==> src/rtl/conv_pkg.sv <==
// Shared types and sizes for the convolver / deconvolver pair.
package conv_pkg;

   localparam int unsigned N    = 8;
   localparam int unsigned DW   = 8;
   localparam int unsigned YW   = 16;
   localparam int unsigned ACCW = 20;

   typedef logic [DW-1:0]          sample_t;
   typedef logic [YW-1:0]          yword_t;
   typedef logic signed [ACCW-1:0] acc_t;

   typedef enum logic [2:0] {
      StIdle,
      StChk,
      StMac,
      StSub,
      StDiv,
      StWr,
      StFin
   } deconv_state_t;

   // Unsigned DW x DW product, zero-extended into the signed accumulator.
   function automatic acc_t mac_term(sample_t h, sample_t s);
      logic [2*DW-1:0] p;
      p = h * s;
      return acc_t'({{(ACCW-2*DW){1'b0}}, p});
   endfunction

endpackage

==> src/rtl/deconv_div.sv <==
// Restoring divider: YW-bit dividend by DW-bit divisor, one quotient bit per cycle.
// start loads operands; done is high in the cycle whose closing edge retires the last bit,
// so quotient/remainder are final from the following cycle and hold until the next start.
module deconv_div
   import conv_pkg::*;
(
   input  logic          clk,
   input  logic          rstn,
   input  logic          start,
   input  logic [YW-1:0] dividend,
   input  logic [DW-1:0] divisor,
   output logic [YW-1:0] quotient,
   output logic [DW-1:0] remainder,
   output logic          done
);

   localparam int unsigned CNTW = $clog2(YW);
   localparam logic [CNTW-1:0] CntLast = CNTW'(YW - 1);

   logic [YW-1:0]   quo_q, quo_d;
   logic [DW-1:0]   rem_q, rem_d;
   logic [DW-1:0]   dvs_q, dvs_d;
   logic [CNTW-1:0] cnt_q, cnt_d;
   logic            run_q, run_d;
   logic [DW:0]     trial;
   logic [DW-1:0]   diff;
   logic            ge;

   // One shift-subtract step per cycle; remainder stays below the divisor so DW bits suffice.
   always_comb begin
      trial = {rem_q, quo_q[YW-1]};
      ge    = trial >= {1'b0, dvs_q};
      diff  = trial[DW-1:0] - dvs_q;
      quo_d = quo_q;
      rem_d = rem_q;
      dvs_d = dvs_q;
      cnt_d = cnt_q;
      run_d = run_q;
      if (start) begin
         quo_d = dividend;
         rem_d = '0;
         dvs_d = divisor;
         cnt_d = '0;
         run_d = 1'b1;
      end else if (run_q) begin
         quo_d = {quo_q[YW-2:0], ge};
         rem_d = ge ? diff : trial[DW-1:0];
         cnt_d = cnt_q + 1'b1;
         if (cnt_q == CntLast) run_d = 1'b0;
      end
   end

   // Divider state registers.
   always_ff @(posedge clk or negedge rstn) begin
      if (!rstn) begin
         quo_q <= '0;
         rem_q <= '0;
         dvs_q <= '0;
         cnt_q <= '0;
         run_q <= 1'b0;
      end else begin
         quo_q <= quo_d;
         rem_q <= rem_d;
         dvs_q <= dvs_d;
         cnt_q <= cnt_d;
         run_q <= run_d;
      end
   end

   assign quotient  = quo_q;
   assign remainder = rem_q;
   assign done      = run_q && (cnt_q == CntLast);

endmodule

==> src/rtl/deconv_engine.sv <==
// Deconvolver: recovers S from Y = S * H by sequential long division, one MAC per cycle.
module deconv_engine
   import conv_pkg::*;
(
   input  logic                   clk,
   input  logic                   rstn,
   input  logic [2*N-2:0][YW-1:0] Y,
   input  logic [N-1:0][DW-1:0]   H,
   input  logic                   start,
   output logic [N-1:0][DW-1:0]   S,
   output logic                   busy,
   output logic                   done,
   output logic                   err
);

   localparam int unsigned CW = $clog2(N);
   localparam logic [CW-1:0] NLast = CW'(N - 1);

   deconv_state_t             state_q, state_d;
   logic [CW-1:0]             n_q, n_d, k_q, k_d;
   acc_t                      acc_q, acc_d;
   logic [N-1:0][YW-1:0]      y_q, y_d;
   logic [N-1:0][DW-1:0]      h_q, h_d, s_q, s_d;
   logic                      err_q, err_d;
   logic                      div_start, div_done;
   logic [YW-1:0]             div_quo;
   logic [DW-1:0]             div_rem;
   acc_t                      resid;
   logic [CW-1:0]             s_idx;
   logic                      unused_y_tail;

   // The upper half of Y is redundant for recovery and deliberately not examined.
   assign unused_y_tail = ^Y[2*N-2:N];

   assign resid = acc_t'({{(ACCW-YW){1'b0}}, y_q[n_q]}) - acc_q;
   assign s_idx = n_q - k_q;

   deconv_div u_div (
      .clk       (clk),
      .rstn      (rstn),
      .start     (div_start),
      .dividend  (resid[YW-1:0]),
      .divisor   (h_q[0]),
      .quotient  (div_quo),
      .remainder (div_rem),
      .done      (div_done)
   );

   // Sequencer: CHK, then per sample MAC/SUB/DIV/WR, then FIN; any error jumps to FIN.
   always_comb begin
      state_d   = state_q;
      n_d       = n_q;
      k_d       = k_q;
      acc_d     = acc_q;
      y_d       = y_q;
      h_d       = h_q;
      s_d       = s_q;
      err_d     = err_q;
      div_start = 1'b0;
      unique case (state_q)
         StIdle: begin
            if (start) begin
               y_d     = Y[N-1:0];
               h_d     = H;
               s_d     = '0;
               err_d   = 1'b0;
               state_d = StChk;
            end
         end
         StChk: begin
            n_d   = '0;
            k_d   = CW'(1);
            acc_d = '0;
            if (h_q[0] == '0) begin
               err_d   = 1'b1;
               state_d = StFin;
            end else begin
               state_d = StSub;   // n = 0 has no MAC terms
            end
         end
         StMac: begin
            acc_d = acc_q + mac_term(h_q[k_q], s_q[s_idx]);
            if (k_q == n_q) state_d = StSub;
            else            k_d     = k_q + 1'b1;
         end
         StSub: begin
            if (resid[ACCW-1] || (|resid[ACCW-2:YW])) begin
               err_d   = 1'b1;
               state_d = StFin;
            end else begin
               div_start = 1'b1;
               state_d   = StDiv;
            end
         end
         StDiv: begin
            if (div_done) state_d = StWr;
         end
         StWr: begin
            if ((div_rem != '0) || (|div_quo[YW-1:DW])) begin
               err_d   = 1'b1;
               state_d = StFin;
            end else begin
               s_d[n_q] = div_quo[DW-1:0];
               if (n_q == NLast) begin
                  state_d = StFin;
               end else begin
                  n_d     = n_q + 1'b1;
                  k_d     = CW'(1);
                  acc_d   = '0;
                  state_d = StMac;
               end
            end
         end
         StFin:   state_d = StIdle;
         default: state_d = StIdle;
      endcase
   end

   // Engine state registers.
   always_ff @(posedge clk or negedge rstn) begin
      if (!rstn) begin
         state_q <= StIdle;
         n_q     <= '0;
         k_q     <= '0;
         acc_q   <= '0;
         y_q     <= '0;
         h_q     <= '0;
         s_q     <= '0;
         err_q   <= 1'b0;
      end else begin
         state_q <= state_d;
         n_q     <= n_d;
         k_q     <= k_d;
         acc_q   <= acc_d;
         y_q     <= y_d;
         h_q     <= h_d;
         s_q     <= s_d;
         err_q   <= err_d;
      end
   end

   assign S    = s_q;
   assign busy = (state_q != StIdle);
   assign done = (state_q == StFin);
   assign err  = err_q;

endmodule

==> config.mk <==
export PLATFORM = sky130hd
export DESIGN_NAME = deconv_engine
export DESIGN_NICKNAME = d
export VERILOG_FILES = /design/src/rtl/conv_pkg.sv /design/src/rtl/deconv_div.sv /design/src/rtl/deconv_engine.sv
export SDC_FILE = /design/constraint.sdc
export NUM_CORES = 1
export LEC_CHECK = 0
export ABC_AREA = 1
export CAP_MARGIN = 10
export CORE_AREA = 2 2 236 238
export CTS_CLUSTER_DIAMETER = 60
export DETAILED_ROUTE_END_ITERATION = 8
export DIE_AREA = 0 0 238 240
export SYNTH_ARGS = -nofsm -noshare
export SYNTH_HDL_FRONTEND = slang
export SYNTH_SLANG_ARGS = --single-unit
==> constraint.sdc <==
create_clock -name clk -period 7.4 [get_ports clk]
set_input_delay 1.11 -clock clk [delete_from_list [all_inputs] [get_ports clk]]
set_output_delay 1.11 -clock clk [all_outputs]
set_load 0.02 [all_outputs]
# Yosys cells after proc, flatten, opt, wreduce, memory -nomap -nowiden
# Cells that the tools add are included.
[op_classes] muxes=47 order_cmp=5 eq_ne=18 reduce_logical=22 add_sub_neg=7 n_mul=1
[ops] cell="$mux 64" count=2
[ops] cell="$pmux 64 s2" count=1
[ops] cell="$bwmux 64" count=1
[ops] cell="$pmux 20 s3" count=1
[ops] cell="$bmux 16 s3" count=1
[ops] cell="$bmux 8 s3" count=2
[ops] cell="$mux 16" count=3
[ops] cell="$mux 8" count=6
[ops] cell="$mux 20" count=2
[ops] cell="$mux 3" count=11
[ops] cell="$demux 8 s3" count=1
[ops] cell="$add 20x17->20" count=1
[ops] cell="$sub 17x20->20" count=1
[ops] cell="$ne 2x2->1 const B" count=9
[ops] cell="$pmux 3 s6" count=1
[ops] cell="$mul 8x8->16" count=1
[ops] cell="$eq 3x3->1 const B" count=4
[ops] cell="$lt 3x4->1 const B" count=3
[ops] cell="$reduce_and 3->1" count=4
[ops] cell="$ge 9x8->1" count=1
[ops] cell="$mux 1" count=9
[ops] cell="$pmux 3 s3" count=1
[ops] cell="$logic_not 8->1" count=1
[ops] cell="$mux 4" count=2
[ops] cell="24 further kinds" count=31
[word_totals] ff_bits=323 output_inout_bits=67 word_cells=134 in_bits=307

# Logic depth before layout (Yosys ltp)
[logic_depth] ltp_word=8 depth_mapped=38 ltp_nobuf=37

# Modules after synthesis
# Synthesis repeated with hierarchy kept, for this count alone.
[unflattened] hier_cells=2387 hier_area_um2=18731.7
[by_module_without_submodules] module="deconv_engine" area_each_um2=16615.9 n_inst=1 cells_each=2130
[by_module_without_submodules] module="deconv_div" area_each_um2=2115.8 n_inst=1 cells_each=257

# Least setup slack after synthesis
# Ideal clock, no wire load.
[synth_path] path_kind="register -> register" start="register k_q[1]" end="register acc_q[18]" n_path_buf=3 setup_ns=0.141 stages_incl_launch_ff=38 arrival_time_ns=7.189 setup_slack_ns=0.070 period_less_slack_ns=7.330 path_cell_list="dfrtp_1 -> buf_2 -> clkinv_1 -> clkbuf_1 -> fa_1 -> inv_1 -> clkbuf_1 -> a21oi_1 -> o21ai_0 -> o21ai_0 -> nand2_1 -> nand2_1 -> inv_1 -> nand2_1 -> fa_1 -> fa_1 -> inv_1 -> fa_1 -> [... 2 more ...] -> inv_1 -> ha_1 -> inv_1 -> nor3_1 -> a21oi_1 -> o21ai_0 -> a21oi_1 -> nor2_1 -> nor2_1 -> xor2_1 -> ha_1 -> nand2_1 -> nor3_1 -> nor3b_1 -> nand4_1 -> nand3_1 -> xor2_1 -> o22ai_1"
[synth_between] elab_chain_len=6
[synth_lines] item="start, declared" line="deconv_engine.sv:20" source="logic [CW-1:0] n_q, n_d, k_q, k_d;"
[synth_lines] item="start signal, assigned" line="deconv_engine.sv:133" source="k_q <= k_d;"
[synth_lines] item="$sub 3x3->3" line="deconv_engine.sv:36" source="assign s_idx = n_q - k_q;"
[synth_lines] item="$bmux 8 s3" line="deconv_engine.sv:82" source="acc_d = acc_q + mac_term(h_q[k_q], s_q[s_idx]);"
[synth_lines] item="$mux 8 (not written as such)" line="deconv_engine.sv:82"
[synth_lines] item="$mul 8x8->16 (*)" line="conv_pkg.sv:26" source="p = h * s;"
[synth_lines] item="$add 20x17->20 (*)" line="deconv_engine.sv:82"
[synth_lines] item="$pmux 20 s3 (*)" line="deconv_engine.sv:60" source="unique case (state_q)"
[synth_lines] item="end signal, assigned" line="deconv_engine.sv:125" source="acc_q <= '0;"
[synth_lines] item="end signal, assigned" line="deconv_engine.sv:134" source="acc_q <= acc_d;"
[synth_lines] item="end, declared" line="deconv_engine.sv:21" source="acc_t acc_q, acc_d;"
# Mark *: on every way between the ends. The rest lies on a longest branch, timed or not. The select of a mux whose other input is x is not followed.
# A chain may end at the register's enable or synchronous reset.

# Final worst setup path
[layout_path] start="register n_q[0]" end="register acc_q[19]"
[layout_between] elab_chain_len=6
[layout_lines] item="start, declared" line="deconv_engine.sv:20"
[layout_lines] item="start signal, assigned" line="deconv_engine.sv:132" source="n_q <= n_d;"
[layout_lines] item="$sub 3x3->3" line="deconv_engine.sv:36"
[layout_lines] item="$bmux 8 s3" line="deconv_engine.sv:82"
[layout_lines] item="$mux 8 (not written as such)" line="deconv_engine.sv:82"
[layout_lines] item="$mul 8x8->16" line="conv_pkg.sv:26"
[layout_lines] item="$add 20x17->20" line="deconv_engine.sv:82"
[layout_lines] item="$pmux 20 s3" line="deconv_engine.sv:60"
# Parallel ways exist; a longest one is shown, timed or not. The select of a mux whose other input is x is not followed.

==> impl_metrics.ini <==
[floorplan]
die_height_um = 240
dieArea_sq_um = 57120
core-area_sq_um = 54660
start_util = 0.3449
num_rows = 86
io_pins = 374
die_w_um = 238

[worst_setup_path]
cp.arrival_ns = 7.43
worstPathRequired_ns = 7.81
crit_top_cell = fa_1
critPathKind = reg2reg
start_kind = register
cp_slowest_stage_delay_ns = 0.55
slowest_stage = fa_1
crit_path_max_fanout = 8
cp-end-kind = register

[detailed_routing]
drc_errors = 0
drt-initial-drc-count = 1361
ant_nets = 0
vias = 17300
via_per_inst = 5.041
wl_per_cell_um = 17.95
routed_wl_um = 61600
first_pass_iters = 5

[layout]
fin_nets = 3129
fin_cells = 3431
area_growth_pct = 27.89
drive_gt1_frac = 0.08471
n_antenna_cell = 0

[timing]
finalSetupViolCount = 0
final_max_slew_viol_count = 0
hold_violations = 0
rsz0062_at_grt = false
tightest_slew_ns = 1.161
slew_headroom = 0.2262
period_share = 0.9484
fmax_mhz = 142.5
post-route-min-period_ns = 7.018
clock_skew_ns = 0.01998

[yosys]
synth_cell_types = 51
synth_nets = 2849
synth-seq-cells = 323
avgSynthCellArea_sq_um = 7.794
synth_top_area_cell = dfrtp_1
synth.top_cell.area_share = 0.4287
synth_flop_cell = dfrtp_1
synth.area.top_cells = dfrtp_1 43%, nand2_1 14%, o21ai_0 6.3%
synthesis.area_sq_um = 18850
ys_warn_count = 0
synthArstFlopShare = 1.000
netlist_instances = 2419
seq_area_frac_synth = 0.4287
synth_edf_count = 0

[global_routing]
grt_overflow = 0
grt_max_degree = 180
grt_pass1_vias = 17210
track_usage = 0.2132
grt_pass1_wl_um = 95120
antenna_found_initial = 2

[clock_tree]
cts_buffers = 40
clk_latency_ns = 0.56
cts_root_buf = clkbuf_16
clock_sinks = 323
clock_path_buffers = 3
tritoncts = yes
clk_pin_slew_ns = 0.06
cts-htree-levels = 2

[placed_design]
portBuffers = 261
dp_cells = 3352
hpwl_um = 45840
place_congestion = 0.8971

[flow_run]
maxCapViolCount = 0

[run_status]
status = complete, no violations

[worst_hold_path]
holdCritPathClass = reg2reg
[worst max-delay path, delay by kind of cell, from the launching register on]
kind | cells | cell delay, ns
compound gates | 7 | 0.72
xor+xnor | 2 | 0.31
fa+ha+maj | 8 | 3.29
buf+inv | 9 | 0.81
flops | 1 | 0.39
simple gates | 12 | 1.36
[worst paths after layout]
kind / startpoint / end / slack (ns) / cells after the start
hold reg to reg: y_q[54]$_DFFE_PN0P_ / y_q[54]$_DFFE_PN0P_ / 0.47 / 2
max in group asynchronous: rstn / state_q[2]$_DFFE_PN0P_ / 5.41 / 2
hold / removal: y_q[54]$_DFFE_PN0P_ / y_q[54]$_DFFE_PN0P_ / 0.47 / 2
setup / recovery: n_q[0]$_DFFE_PN0P_ / acc_q[19]$_DFFE_PN0P_ / 0.38 / 38
min in group asynchronous: rstn / h_q[1]$_DFFE_PN0P_ / 0.52 / 1
setup reg to reg: n_q[0]$_DFFE_PN0P_ / acc_q[19]$_DFFE_PN0P_ / 0.38 / 38
[layout by cell type (no fill, tap or decap), types with 68 or more instances in the layout]
master | synthesis | final
inv_1 | 310 | 298
ha_1 | 83 | 75
dfrtp_1 | 323 | 323
a21oi_1 | 145 | 137
nand3_1 | 76 | 73
nand2_1 | 710 | 696
buf_4 | 4 | 68
o22ai_1 | 70 | 70
clkdlybuf4s50_1 | 0 | 260
nor2_1 | 132 | 129
o21ai_0 | 237 | 217
[synth_stat cells (5+ instances only)]
library cell / count
a21oi_1: 145
a221oi_1: 15
a22oi_1: 12
buf_2: 32
clkbuf_1: 57
dfrtp_1: 323
fa_1: 40
ha_1: 83
inv_1: 310
inv_2: 8
nand2_1: 710
nand3_1: 76
nand4_1: 25
nor2_1: 132
nor3_1: 18
nor3_2: 5
o2111ai_1: 9
o21ai_0: 237
o21ai_1: 9
o21bai_1: 6
o22ai_1: 70
xnor2_1: 13
xor2_1: 29
[metal layers]
layer | part of all wire | global-route usage
met5 | 0.00042 | 0
met4 | 0.031 | 0.07159
met3 | 0.065 | 0.04145
met2 | 0.46 | 0.3400
met1 | 0.45 | 0.2911
[repair_timing]
item	4_1_cts	5_1_grt
pin swaps	0	51
setup endpoints to repair	5	9
gates resized for setup	4	83
hold buffers	0	0
cloned	0	1
buffers inserted	0	8
[kinds of logic after synthesis]
family,Yosys count,share of synthesized area
xor+xnor,43,0.02037
compound gates,516,0.1505
fa+ha+maj,123,0.09755
simple gates,995,0.2157
buf+inv,419,0.08713
flops,323,0.4287
[layout make-up]
cell class | instances | area (sq um)
timing repair buffer | 335 | 3227
clock buffer | 50 | 1099
sequential | 323 | 8083
inverter | 322 | 1209
tap | 704 | 880.8
fill | 5396 | 30550
clock inverter | 20 | 195.2
multi-input combinational | 1677 | 9419
[registers in the layout, summed over array words and instances, names as in the netlist]
signal and cells:
h_q 64, acc_q 20, S 64, u_div.remainder 8
u_div.cnt_q 4, n_q 3, state_q 3, err 1
k_q 3, u_div.run_q 1, u_div.dvs_q 8, u_div.quotient 16
y_q 128
[through the flow]
step	instance area (sq um)	util	hold WS [ns]	setup TNS [ns]	worst slack, ns
floorplan	18850	-	0.4366	0	0.07000
global placement	22450	0.4107	0.4518	-0.1159	-0.07516
detailed placement	22450	0.4107	0.4582	-0.3524	-0.1341
CTS	23760	0.4346	0.4728	0	0.01319
global route	24110	0.4411	0.4876	0	0.01095
finish	24110	0.4411	0.4720	0	0.3817
Power is left out: the tool's default activity adds up to more than one toggle a clock period on the data nets, which glitch-free logic cannot reach.
